==> config.mk <==
export PLATFORM = sky130hd
export DESIGN_NAME = ps2_key_sequencer
export DESIGN_NICKNAME = d
export VERILOG_FILES = /design/src/rtl/ps2_pkg.sv /design/src/rtl/ps2_rx_frame.sv /design/src/rtl/ps2_key_sequencer.sv
export SDC_FILE = /design/constraint.sdc
export NUM_CORES = 1
export LEC_CHECK = 0
export BUFFER_PORTS_ARGS = -buffer_cell sky130_fd_sc_hd__clkbuf_2
export CAP_MARGIN = 0
export CORE_UTILIZATION = 30
export CTS_CLUSTER_DIAMETER = 60
export DETAILED_ROUTE_END_ITERATION = 6
export HOLD_SLACK_MARGIN = 0.05
export PLACE_DENSITY_LB_ADDON = 0.15
export SYNTH_ARGS = -nofsm -noshare
export SYNTH_HDL_FRONTEND = slang
export SYNTH_SLANG_ARGS = --single-unit
export TNS_END_PERCENT = 50
==> constraint.sdc <==
create_clock -name Clk -period 11.7 [get_ports Clk]
set_input_delay 0.585 -clock Clk [delete_from_list [all_inputs] [get_ports Clk]]
set_output_delay 0.585 -clock Clk [all_outputs]
set_load 0.005 [all_outputs]
==> src/rtl/ps2_pkg.sv <==
// Shared types and constants for the PS/2 keyboard receive path.
// Frame FSM states, prefix byte codes and the queued key event.
package ps2_pkg;

  typedef enum logic [1:0] {
    IDLE   = 2'd0,
    DATA   = 2'd1,
    PARITY = 2'd2,
    STOP   = 2'd3
  } frame_st_t;

  localparam logic [7:0] PS2_EXT = 8'hE0;
  localparam logic [7:0] PS2_BRK = 8'hF0;

  typedef struct packed {
    logic [7:0] code;
    logic       ext;
    logic       press;
  } ev_t;

endpackage

==> src/rtl/ps2_rx_frame.sv <==
// PS/2 byte receiver: synchronizers, psClk glitch filter, 11-bit frame FSM.
// Ports: Clk, reset, psClk, psData in; byte_valid, byte_data, frame_err out.
import ps2_pkg::*;

module ps2_rx_frame #(
  parameter int FILTER_LEN  = 8,
  parameter int TIMEOUT_CYC = 65536
) (
  input  logic       Clk,
  input  logic       reset,
  input  logic       psClk,
  input  logic       psData,
  output logic       byte_valid,
  output logic [7:0] byte_data,
  output logic       frame_err
);

  localparam int FW = $clog2(FILTER_LEN) + 1;
  localparam int TW = $clog2(TIMEOUT_CYC) + 1;

  logic          r_clk_s1;
  logic          r_clk_s2;
  logic          r_dat_s1;
  logic          r_dat_s2;
  logic          r_clk_f;
  logic [FW-1:0] r_flt_cnt;

  logic          w_flip;
  logic          w_fall;

  frame_st_t     r_state;
  frame_st_t     w_next;
  logic [2:0]    r_cnt;
  logic [7:0]    r_shift;
  logic          r_par;
  logic [TW-1:0] r_tmo;
  logic          r_byte_valid;
  logic          r_frame_err;

  logic          w_tmo;
  logic          w_good;
  logic          w_ok;
  logic          w_err;

  // Idle bus is high, so sync flops come out of reset at 1.
  always_ff @(posedge Clk or posedge reset) begin
    if (reset) begin
      r_clk_s1 <= 1'b1;
      r_clk_s2 <= 1'b1;
      r_dat_s1 <= 1'b1;
      r_dat_s2 <= 1'b1;
    end else begin
      r_clk_s1 <= psClk;
      r_clk_s2 <= r_clk_s1;
      r_dat_s1 <= psData;
      r_dat_s2 <= r_dat_s1;
    end
  end

  // Flip on the FILTER_LEN-th consecutive differing sample.
  assign w_flip = (r_clk_s2 != r_clk_f) &&
                  (r_flt_cnt == FW'(FILTER_LEN - 1));
  assign w_fall = w_flip & r_clk_f;

  always_ff @(posedge Clk or posedge reset) begin
    if (reset) begin
      r_clk_f   <= 1'b1;
      r_flt_cnt <= '0;
    end else if (r_clk_s2 == r_clk_f) begin
      r_flt_cnt <= '0;
    end else if (w_flip) begin
      r_clk_f   <= r_clk_s2;
      r_flt_cnt <= '0;
    end else begin
      r_flt_cnt <= r_flt_cnt + FW'(1);
    end
  end

  assign w_tmo = (r_state != IDLE) && !w_fall &&
                 (r_tmo == TW'(TIMEOUT_CYC - 1));

  always_ff @(posedge Clk or posedge reset) begin
    if (reset) r_state <= IDLE;
    else       r_state <= w_next;
  end

  always_comb begin
    w_next = r_state;
    unique case (r_state)
      IDLE:   if (w_fall && !r_dat_s2) w_next = DATA;
      DATA:   if (w_fall && r_cnt == 3'd7) w_next = PARITY;
      PARITY: if (w_fall) w_next = STOP;
      STOP:   if (w_fall) w_next = IDLE;
      default: w_next = IDLE;
    endcase
    if (w_tmo) w_next = IDLE;
  end

  always_comb begin
    w_good = r_dat_s2 & (^{r_shift, r_par});
    w_ok   = 1'b0;
    w_err  = w_tmo;
    unique case (r_state)
      IDLE:   w_err = w_err | (w_fall & r_dat_s2);
      STOP: begin
        w_ok  = w_fall & w_good;
        w_err = w_err | (w_fall & ~w_good);
      end
      default: ;
    endcase
  end

  always_ff @(posedge Clk or posedge reset) begin
    if (reset) begin
      r_cnt        <= '0;
      r_shift      <= '0;
      r_par        <= 1'b0;
      r_tmo        <= '0;
      r_byte_valid <= 1'b0;
      r_frame_err  <= 1'b0;
    end else begin
      r_byte_valid <= w_ok;
      r_frame_err  <= w_err;
      if (r_state == IDLE || w_fall) r_tmo <= '0;
      else                           r_tmo <= r_tmo + TW'(1);
      if (w_fall) begin
        unique case (r_state)
          IDLE:   r_cnt <= '0;
          DATA: begin
            r_shift <= {r_dat_s2, r_shift[7:1]};
            r_cnt   <= r_cnt + 3'd1;
          end
          PARITY: r_par <= r_dat_s2;
          default: ;
        endcase
      end
    end
  end

  assign byte_valid = r_byte_valid;
  assign byte_data  = r_shift;
  assign frame_err  = r_frame_err;

endmodule

==> src/rtl/ps2_key_sequencer.sv <==
// PS/2 key event sequencer: E0/F0 decode, held-key bitmap, event FIFO.
// Ports: PS/2 pins in; ev_* valid/ready queue, query lookup, error pulses out.
import ps2_pkg::*;

module ps2_key_sequencer #(
  parameter int FILTER_LEN  = 8,
  parameter int TIMEOUT_CYC = 65536,
  parameter int FIFO_DEPTH  = 4
) (
  input  logic       Clk,
  input  logic       reset,
  input  logic       psClk,
  input  logic       psData,
  output logic       ev_valid,
  input  logic       ev_ready,
  output logic [7:0] ev_code,
  output logic       ev_ext,
  output logic       ev_press,
  input  logic [6:0] query_code,
  output logic       query_held,
  output logic       frame_err,
  output logic       overflow
);

  localparam int AW = $clog2(FIFO_DEPTH);

  logic         w_bv;
  logic [7:0]   w_code;

  logic         r_ext;
  logic         r_brk;
  logic [127:0] r_held;
  ev_t          r_mem [FIFO_DEPTH];
  logic [AW:0]  r_wptr;
  logic [AW:0]  r_rptr;
  logic         r_overflow;
  logic         r_query;

  logic         w_pfx_e;
  logic         w_pfx_b;
  logic         w_tracked;
  logic         w_repeat;
  logic         w_emit;
  logic         w_empty;
  logic         w_full;
  logic         w_pop;
  logic         w_push;
  logic [6:0]   w_idx;
  ev_t          w_ev;
  ev_t          w_head;
  logic [AW-1:0] w_rd_idx;

  ps2_rx_frame #(
    .FILTER_LEN  (FILTER_LEN),
    .TIMEOUT_CYC (TIMEOUT_CYC)
  ) u_rx (
    .Clk        (Clk),
    .reset      (reset),
    .psClk      (psClk),
    .psData     (psData),
    .byte_valid (w_bv),
    .byte_data  (w_code),
    .frame_err  (frame_err)
  );

  assign w_empty = (r_wptr == r_rptr);
  assign w_full  = (r_wptr[AW] != r_rptr[AW]) &&
                   (r_wptr[AW-1:0] == r_rptr[AW-1:0]);
  assign w_pop   = ~w_empty & ev_ready;

  always_comb begin
    w_idx     = w_code[6:0];
    w_pfx_e   = (w_code == PS2_EXT);
    w_pfx_b   = (w_code == PS2_BRK);
    w_tracked = ~r_ext & ~w_code[7];
    // Make of an already-held plain key is keyboard auto-repeat.
    w_repeat  = w_tracked & ~r_brk & r_held[w_idx];
    w_emit    = w_bv & ~w_pfx_e & ~w_pfx_b & ~w_repeat;
    w_push    = w_emit & (~w_full | w_pop);
    w_ev      = {w_code, r_ext, ~r_brk};
  end

  always_ff @(posedge Clk or posedge reset) begin
    if (reset) begin
      r_ext  <= 1'b0;
      r_brk  <= 1'b0;
      r_held <= '0;
    end else if (w_bv) begin
      if (w_pfx_e) begin
        r_ext <= 1'b1;
      end else if (w_pfx_b) begin
        r_brk <= 1'b1;
      end else begin
        r_ext <= 1'b0;
        r_brk <= 1'b0;
        if (w_tracked) r_held[w_idx] <= ~r_brk;
      end
    end
  end

  always_ff @(posedge Clk or posedge reset) begin
    if (reset) begin
      for (int i = 0; i < FIFO_DEPTH; i++) r_mem[i] <= '0;
      r_wptr     <= '0;
      r_rptr     <= '0;
      r_overflow <= 1'b0;
      r_query    <= 1'b0;
    end else begin
      if (w_push) begin
        r_mem[r_wptr[AW-1:0]] <= w_ev;
        r_wptr <= r_wptr + (AW+1)'(1);
      end
      if (w_pop) r_rptr <= r_rptr + (AW+1)'(1);
      r_overflow <= w_emit & w_full & ~w_pop;
      r_query    <= r_held[query_code];
    end
  end

  // Empty queue shows the most recently written entry.
  assign w_rd_idx = w_empty ? (r_wptr[AW-1:0] - AW'(1))
                            : r_rptr[AW-1:0];
  assign w_head   = r_mem[w_rd_idx];

  assign ev_valid   = ~w_empty;
  assign ev_code    = w_head.code;
  assign ev_ext     = w_head.ext;
  assign ev_press   = w_head.press;
  assign query_held = r_query;
  assign overflow   = r_overflow;

endmodule

After elaboration in Yosys (flattened, before gate mapping)
Cells that the tools add are included.
{ "classes": {"n_addsub": 6, "n_lt_le_gt_ge": 6, "eq_ne": 18, "mux": 29, "bitwise_logic": 31, "n_reduce_logical": 23} }
{ "op_table": {"columns": ["op", "count"], "rows": [
  ["bitwise mux 128 bit", 1],
  ["bitwise mux 40 bit", 1],
  ["2-to-1 mux 10 bit", 3],
  ["binary-select mux 10 bit (select 2 bit)", 1],
  ["demux 10 bit (select 2 bit)", 1],
  ["adder 17 x 1 -> 17 bit (second input constant)", 1],
  ["== test 17 x 16 -> 1 bit (second input constant)", 1],
  ["2-to-1 mux 17 bit", 1],
  ["== test 8 bit (second input constant)", 2],
  ["< comparator 7 x 8 -> 1 bit (second input constant)", 2],
  ["AND 1 bit", 15],
  ["binary-select mux 1 bit (select 7 bit)", 2],
  ["2-to-1 mux 2 bit", 6],
  ["inequality test 3 x 1 -> 1 bit (second input constant)", 4],
  ["AND reduction 2 bit", 6],
  ["inverter 1 bit", 11],
  ["adder 3 x 1 -> 3 bit (second input constant)", 3],
  ["XOR reduction 9 bit", 1],
  ["logical AND 1 bit", 8],
  ["2-to-1 mux 4 bit", 2],
  ["one-hot mux 2 bit (4 select lines)", 1],
  ["AND reduction 4 bit", 2],
  ["demux 1 bit (select 7 bit)", 1],
  ["greater-or-equal comparator 7 x 1 -> 1 bit (second input constant)", 1],
  ["other kinds (22)", 36]
]} }
{ "word_totals": {"register_bits": 220, "input_bits": 12, "out_inout_bits": 14, "wordCells": 145} }

Logic depth before layout (Yosys ltp)
Gate-level depths: netlist of run 1.
{ "logic_depth": {"word_depth": 8, "depth_mapped": 11, "ltp_nobuf": 9} }

Hierarchy
A second synthesis of run 1 with hierarchy kept.
{ "unflattened": {"hier_cells": 981, "area_unflattened_um2": 11728.7} }
{ "modules_own_cells": {"columns": ["module", "instances", "cells_per_inst", "area_per_inst_um2", "seq_area_each_um2"], "rows": [
  ["ps2_key_sequencer", 1, 807, 9713.1, 4454.3],
  ["ps2_rx_frame", 1, 174, 2015.7, 1057.3]
]} }

Worst setup path after synthesis of run 1
No wires, ideal clock.
{ "synth_path": {"path_kind": "input-to-reg", "from": "in query_code[0]", "to": "reg r_query (netlist: query_held)", "setup_ns": 0.125, "t_arrival_ns": 2.792, "t_required_ns": 11.575, "path_slack_ns": 8.783, "stages": 6, "path_buffers": 2, "path_cell_list": "clkbuf_1 -> buf_2 -> mux4_2 -> mux4_2 -> mux4_2 -> mux2_2"} }
{ "synth_between": {"elab_chain_cells": 2} }
{ "synth_lines": {"columns": ["element", "line", "text"], "rows": [
  ["start: declaration", "ps2_key_sequencer.sv:19", "input logic [6:0] query_code,"],
  ["binary-select mux 1 bit (select 7 bit)", "ps2_key_sequencer.sv:115", "r_query <= r_held[query_code];"],
  ["2-to-1 mux 1 bit (implied by the code)", "ps2_key_sequencer.sv:115", null],
  ["end signal: assignment", "ps2_key_sequencer.sv:115", null],
  ["end: declaration", "ps2_key_sequencer.sv:37", "logic r_query;"]
]} }
No other way between the ends. The select of a mux whose other input is x is not followed.
A chain may end at the register's enable or synchronous reset.

Worst setup path in the final report of run 1
{ "layout_path": {"from": "reg u_rx.r_shift[1] (netlist: u_rx.byte_data[1])", "to": "reg r_mem[9] (netlist bit)"} }
{ "layout_between": {"elab_chain_cells": 6, "word_cells_on_any_way": 12, "classes_between": "eq/ne (2); mux (2); bitwise (8)"} }
{ "layout_lines": {"columns": ["element", "line", "text"], "rows": [
  ["start: declaration", "ps2_rx_frame.sv:34", "logic [7:0] r_shift;"],
  ["start signal: assignment", "ps2_rx_frame.sv:130", "r_shift <= {r_dat_s2, r_shift[7:1]};"],
  ["binary-select mux 1 bit (select 7 bit) / == test 8 bit (equally long branches)", "ps2_key_sequencer.sv:77, ps2_key_sequencer.sv:73", null],
  ["2-to-1 mux 1 bit (implied by the code) / inverter 1 bit (equally long branches)", null, null],
  ["AND 1 bit, on equally long branches", "ps2_key_sequencer.sv:77, ps2_key_sequencer.sv:78", null],
  ["inverter 1 bit / AND 1 bit (equally long branches)", "ps2_key_sequencer.sv:78", "w_emit = w_bv & ~w_pfx_e & ~w_pfx_b & ~w_repeat;"],
  ["AND 1 bit (*)", "ps2_key_sequencer.sv:78", null],
  ["AND 1 bit (*)", "ps2_key_sequencer.sv:79", "w_push = w_emit & (~w_full | w_pop);"],
  ["end signal: indexed assignment", "ps2_key_sequencer.sv:110", "r_mem[r_wptr[AW-1:0]] <= w_ev;"],
  ["end: declaration", "ps2_key_sequencer.sv:33", "ev_t r_mem [FIFO_DEPTH];"]
]} }
Every way passes the cells marked *; elsewhere a longest branch is shown, timed or not. The select of a mux whose other input is x is not followed.

==> results of run 1 <==
-- worst paths after layout --
| kind | from | end | slack, ps | depth (start not counted) |
|---|---|---|---|---|
| worst max-delay path | u_rx.byte_data[1] | r_mem[9] | 7480 | 8 |
| worst min-delay path | psData | u_rx.r_dat_s1 | 130 | 1 |
| worst max register to register | u_rx.byte_data[1] | r_mem[9] | 7480 | 8 |
| worst min register to register | u_rx.r_clk_s1 | u_rx.r_clk_s2 | 360 | 0 |
| max in group asynchronous | reset | r_held[0] | 10080 | 3 |
| min in group asynchronous | reset | u_rx.r_tmo[10] | 210 | 2 |
-- cell families (layout without fill, tap and decap cells) --
logic type,after synthesis,in the layout,synth area share
AOI/OAI and AO/OA,307,307,0.164
xor gates and xnor gates,28,28,0.0209
adders and majority gates,27,27,0.0288
buffers and inverters,106,105,0.0380
DFF,220,220,0.470
muxes,149,149,0.214
and+or+nand+nor,152,152,0.0647
-- registers in the layout, indices dropped and copies added, names as in the netlist, 2 cells and up --
name and count:
r_wptr 3, u_rx.r_cnt 3, r_mem 40, u_rx.r_flt_cnt 4, r_rptr 3, u_rx.byte_data 8
u_rx.r_state 2, r_held 128, u_rx.r_tmo 17
-- report_power, final --
part | leakage (nW) | total (mW) | switching (mW) | internal, mW
Combinational | 1.99 | 0.101 | 0.0650 | 0.0364
Clock | 0.441 | 0.871 | 0.349 | 0.522
Sequential | 3.02 | 0.793 | 0.0143 | 0.778
Total | 5.45 | 1.77 | 0.429 | 1.34
-- through the flow --
stage	std cells	instance area [µm²]	hold slack (ps)	total power [mW]	setup slack, ps
finish	1506	13100	128	1.77	7480
CTS	1506	13100	109	1.79	7430
detailed placement	1453	12200	351	0.912	7450
global route	1506	13100	115	1.84	7160
global placement	1453	12200	350	0.911	7520
floorplan	989	11700	345	0.883	5100
-- cell type report --
type / count / area (µm²) / share of cell area
Clock buffer: 42 / 805 / 0.0612
Clock inverter: 11 / 126 / 0.00962
Inverter: 18 / 75.1 / 0.00572
Multi-Input combinational cell: 663 / 5770 / 0.439
Sequential cell: 220 / 5520 / 0.420
Tap cell: 518 / 648 / 0.0493
Timing Repair Buffer: 34 / 193 / 0.0147
-- per-layer routing --
metal | up-vias | global-route usage | wire length [µm]
met5 | - | 0 | 0
met4 | 0 | 0.0348 | 517
met3 | 37 | 0.0228 | 1280
met2 | 164 | 0.252 | 14300
met1 | 4063 | 0.247 | 15600
li1 | 3727 | - | -
-- worst max-delay path: stages, from the launching register on --
cell and delay, ps:
sky130_fd_sc_hd__dfrtp_1 870, sky130_fd_sc_hd__buf_4 420, sky130_fd_sc_hd__mux4_2 550, sky130_fd_sc_hd__a22oi_1 300
sky130_fd_sc_hd__nor3_1 70, sky130_fd_sc_hd__a31oi_1 280, sky130_fd_sc_hd__nand4_4 230, sky130_fd_sc_hd__a21oi_1 930
sky130_fd_sc_hd__mux2_2 420
-- cell usage in the layout, fill, tap and decap left out, drive strengths merged, types with 28 or more instances in the layout --
cell,Yosys,routed
clkbuf,58,67
nor2,28,28
a31oi,59,59
o31ai,74,74
a21oi,69,69
nand2,55,55
dfrtp,215,215
mux4,74,74
mux2,48,48
o21ai,87,87
==> results.json, run 1 <==
{
  "initial_utilization": 0.304,
  "hold_path.class": "in -> reg",
  "clk_pin_slew_ps": 50,
  "synth.top_cells.by_count": "215 x sky130_fd_sc_hd__dfrtp_1, 87 x sky130_fd_sc_hd__o21ai_0, 74 x sky130_fd_sc_hd__mux4_2, 74 x sky130_fd_sc_hd__o31ai_1, 65 x sky130_fd_sc_hd__a21oi_1",
  "critPathKind": "reg -> reg",
  "post-synth-top-area-fraction": 0.459,
  "power_per_cell_area_nw_per_um2": 134,
  "timing.max_slew.rel_slack": 0.148,
  "clock-root-buffer": "sky130_fd_sc_hd__clkbuf_16",
  "synthMostInstantiatedCell": "sky130_fd_sc_hd__dfrtp_1",
  "synth-main-ff-cell": "sky130_fd_sc_hd__dfrtp_1",
  "count_of_flip_flops_with_a_built_in_enable_after_synthesis": 0,
  "synth_seq_cells": 220,
  "synth.cell_area_um2": 11700,
  "finalCriticalPeriod_ps": 4220,
  "worst-path-max-fanout": 20,
  "die_height_um": 200,
  "finalCritPeriodShare": 0.360,
  "final_antenna_net_count": 0,
  "p_leak_nw": 5.45,
  "max_clock_freq_mhz": 237,
  "post-route-util": 0.341,
  "synth-async-reset-ratio": 1.00,
  "grt_start_max_net_pins": 112,
  "grt_usage": 0.165,
  "htree_num_levels": 1,
  "floorplan_core_area_um2": 38600,
  "viasPerCell": 5.31,
  "syn_nets": 1028,
  "ys.warnings.count": 0,
  "outcome": "completed",
  "setup_viol": 0,
  "post_synth_inst_count": 989,
  "fp.dieW_um": 200,
  "worst_max_slew_pin_slew_ps": 1260,
  "drt_iter0_markers": 566,
  "finalWeightedCongestion": 0.766,
  "synth-seq-area-share": 0.470,
  "pin_count": 26,
  "grt_setup_unrepaired": "false",
  "cts_tree": "built",
  "grt_overflow_total": 0,
  "maximum_vdd_drop_mv": 0.0868,
  "synth_area_per_cell_um2": 11.9,
  "cts-buffers-inserted": 29,
  "maxCapViolCount": 0,
  "area_of_the_die_um2": 39900,
  "post_cts_setup_driven_buffer_insertion_count": 0,
  "clock_path_buffers": 3,
  "cts-resized-gates": 0,
  "global_route_wire_length_before_repair_um": 50500,
  "antenna_cells": 0,
  "cp_data_arrival_time_ps": 4630,
  "setup_skew_ps": 14.7,
  "vias": 7991,
  "netlist.top_cell.by_area": "sky130_fd_sc_hd__dfrtp_1",
  "cts_hold_buffers": 0,
  "setup_total_negative_slack_ps": 0,
  "half_perimeter_wire_length_after_detailed_placement_um": 20400,
  "numPortBuffers": 25,
  "worst_skew_pair.late_latency_ps": 550,
  "final-hold-violation-count": 0,
  "number_of_global_route_vias_before_repair": 7987,
  "fp-row-count": 72,
  "area_growth_syn_to_layout_pct": 12.0,
  "start_kind": "register",
  "drt_pre_antenna_iters": 5,
  "synth.area.top_cells": "sky130_fd_sc_hd__dfrtp_1 46%, sky130_fd_sc_hd__mux4_2 14%, sky130_fd_sc_hd__o31ai_1 4.7%",
  "cts_sinks": 220,
  "cp_data_required_time_ps": 12120,
  "final_net_count": 1005,
  "totalWireLength_um": 31700,
  "route.detailed.wl_per_inst_um": 21.0,
  "worstSetupEndpointType": "register",
  "n_fill_cell": 3902,
  "initial_antenna_violation_count": 0,
  "netlist-cell-type-count": 52,
  "detail_route.drc_violations": 0,
  "count_of_pins_over_their_slew_limit": 0,
  "final_layout_size_suffix_gt1_frac": 0.218
}
Note: power is estimated with default switching activity, not from simulation.
==> run 2: changes to the inputs <==
==> constraint.sdc (replaced) <==
create_clock -name Clk -period 3.88 [get_ports Clk]
set_input_delay 0.194 -clock Clk [delete_from_list [all_inputs] [get_ports Clk]]
set_output_delay 0.194 -clock Clk [all_outputs]
set_load 0.005 [all_outputs]
==> run 2 against run 1 <==
Hold slack better by 19 ps. Critical path depth unchanged. Flip-flop and latch count unchanged. Register-to-register slack worse by 6800 ps.
==> results.json, run 2 (same netlist as run 1, synthesis figures left out) <==
{
  "outcome": "completed",
  "power_per_cell_area_nw_per_um2": 408,
  "detailed_place.area_um2": 12400,
  "min_from": "query_code[6]",
  "critPathMaxStageDelay_ps": 640,
  "worst_path_max_delay_cell": "sky130_fd_sc_hd__dfrtp_2",
  "final_antenna_net_count": 0,
  "finalCriticalPeriod_ps": 3220,
  "worst_skew_pair.late_latency_ps": 560,
  "initial_utilization": 0.304,
  "totalWireLength_um": 32200,
  "finalCritPeriodShare": 0.830,
  "most_frequent_cells_in_the_layout": "212 x sky130_fd_sc_hd__dfrtp_1, 87 x sky130_fd_sc_hd__o21ai_0, 74 x sky130_fd_sc_hd__o31ai_1, 74 x sky130_fd_sc_hd__mux4_2, 65 x sky130_fd_sc_hd__a21oi_1",
  "cp_data_arrival_time_ps": 3660,
  "grt_overflow_total": 0,
  "drt_iter0_markers": 588,
  "maximum_vdd_drop_mv": 0.330,
  "worst_max_slew_pin_slew_ps": 1090,
  "cp_data_required_time_ps": 4320,
  "cts-buffers-inserted": 30,
  "final-hold-violation-count": 0,
  "cts_sinks": 220,
  "worst-path-max-fanout": 15,
  "p_sw_mw": 1.29,
  "clock-root-buffer": "sky130_fd_sc_hd__clkbuf_16",
  "endpoint_of_the_worst_hold_path": "query_held",
  "initial_antenna_violation_count": 0,
  "detail_route.drc_violations": 0,
  "largest_registers": "r_held x128, r_mem x40, u_rx.r_tmo x17",
  "start_kind": "register",
  "cts-resized-gates": 0,
  "final_layout_size_suffix_gt1_frac": 0.229,
  "p_leak_nw": 5.60,
  "maxCapViolCount": 0,
  "final_net_count": 1027,
  "timing.reg2reg.setup_slack_ps": 660,
  "route.detailed.wl_per_inst_um": 21.1,
  "hold-path-cell-count": 3,
  "setup_skew_ps": 8.85,
  "largest_reg_flops": 128,
  "drt_pre_antenna_iters": 4,
  "floorplan_core_area_um2": 38600,
  "antenna_cells": 0,
  "vias": 8150,
  "commonest_non_fill_non_tap_cell_in_the_layout": "sky130_fd_sc_hd__dfrtp_1",
  "fp-row-count": 72,
  "number_of_global_route_vias_before_repair": 7916,
  "reg2regPathDepth": 8,
  "setup_viol": 0,
  "worst_path_most_repeated_cell": "sky130_fd_sc_hd__nand2_1",
  "max_clock_freq_mhz": 310,
  "die_height_um": 200,
  "p_sw_frac": 0.237,
  "numPortBuffers": 25,
  "rr_endpoint": "r_mem[26]",
  "grt_setup_unrepaired": "false",
  "reg2reg_from": "u_rx.byte_data[0]",
  "intPower_mw": 4.17,
  "n_fill_cell": 3929,
  "worstSetupEndpointType": "register",
  "clk_pin_slew_ps": 60,
  "half_perimeter_wire_length_after_detailed_placement_um": 20800,
  "grt_usage": 0.167,
  "viasPerCell": 5.33,
  "critPathKind": "reg -> reg",
  "clock_path_buffers": 3,
  "count_of_pins_over_their_slew_limit": 0,
  "stdcell_area_um2": 13400,
  "timing.max_slew.rel_slack": 0.272,
  "cts_tree": "built",
  "hold_slack_ps": 146,
  "setup_total_negative_slack_ps": 0,
  "pin_count": 26,
  "global_route_wire_length_before_repair_um": 50600,
  "top_register_by_number_of_flip_flops": "r_held",
  "area_growth_syn_to_layout_pct": 14.3,
  "grt_start_max_net_pins": 94,
  "area_of_the_die_um2": 39900,
  "htree_num_levels": 1,
  "clock_power_share": 0.505,
  "pwr-share-comb": 0.058,
  "pwr-share-seq": 0.437,
  "finalWeightedCongestion": 0.773,
  "fp.dieW_um": 200,
  "hold_path.class": "in -> reg",
  "cp_cell_sequence": "buf_4 -> mux4_2 -> nand2_1 -> nand2_1 -> a311oi_2 -> nand4_4 -> a21oi_4 -> mux2_2"
}
-- run 2: changes by cell type in the layout (fill, tap and decap cells not counted) --
cell / previous run / this run
sky130_fd_sc_hd__clkinv_2: 2 / 3
sky130_fd_sc_hd__dlygate4sd3_1: 0 / 5
sky130_fd_sc_hd__clkbuf_1: 10 / 11
sky130_fd_sc_hd__buf_4: 9 / 22
sky130_fd_sc_hd__clkbuf_8: 3 / 2
sky130_fd_sc_hd__inv_8: 1 / 0
sky130_fd_sc_hd__clkinvlp_4: 4 / 3
sky130_fd_sc_hd__bufinv_16: 2 / 3
sky130_fd_sc_hd__clkbuf_16: 29 / 31
sky130_fd_sc_hd__buf_12: 0 / 3
-- run 2: metrics by stage --
step | total power [mW] | instances | utilization | setup slack [ps]
after floorplan | 2.66 | 989 | - | 822
after detailed placement | 2.75 | 1469 | 0.321 | 638
after global placement | 2.75 | 1469 | 0.321 | 646
after CTS | 5.55 | 1529 | 0.348 | 629
final | 5.46 | 1529 | 0.348 | 659
after global routing | 5.68 | 1529 | 0.348 | 442
-- run 2: layer usage --
metal	up-vias	wire [µm]	global-route usage
met4	0	617	0.0447
met5	-	0	0
met2	154	14500	0.250
li1	3763	-	-
met1	4194	15900	0.252
met3	39	1200	0.0213
-- run 2: worst max-delay path, delay by kind of cell (launching register included) --
family	cells	cell delay, ps
AOI/OAI and AO/OA	2	760
buffers and inverters	1	350
DFF	1	640
muxes	2	920
and+or+nand+nor	3	420
-- run 2: worst max path at each step --
stage	start	to	slack [ps]	depth (start not counted)
final	u_rx.byte_data[0]	r_mem[26]	660	8
after floorplan	reset	overflow	820	1
after global routing	u_rx.byte_data[0]	r_mem[36]	440	8
after CTS	u_rx.byte_data[0]	r_mem[32]	630	8
after global placement	u_rx.byte_data[0]	r_mem[39]	650	8
after detailed placement	u_rx.byte_data[0]	r_mem[36]	640	8
-- run 2: power by group through the flow --
stage	Sequential [mW]	Clock, mW	Combinational [mW]
final	2.39	2.76	0.317
after detailed placement	2.43	0	0.325
after global routing	2.39	2.92	0.365
after global placement	2.43	0	0.323
after CTS	2.39	2.83	0.329
after floorplan	2.42	0	0.243
-- run 2: layout make-up --
cell class / instances / area, µm² / area share
multi-input combinational: 663 / 5770 / 0.431
sequential: 220 / 5520 / 0.412
clock buffer: 44 / 845 / 0.0630
tap: 518 / 648 / 0.0484
timing repair buffer: 55 / 400 / 0.0299
clock inverter: 11 / 146 / 0.0109
inverter: 18 / 71.3 / 0.00532
-- run 2: timing repair --
| item | in CTS | in global routing |
|---|---|---|
| hold buffers | 5 | 0 |
| setup buffers | 0 | 0 |
| endpoints found under the hold margin | 33 | 0 |
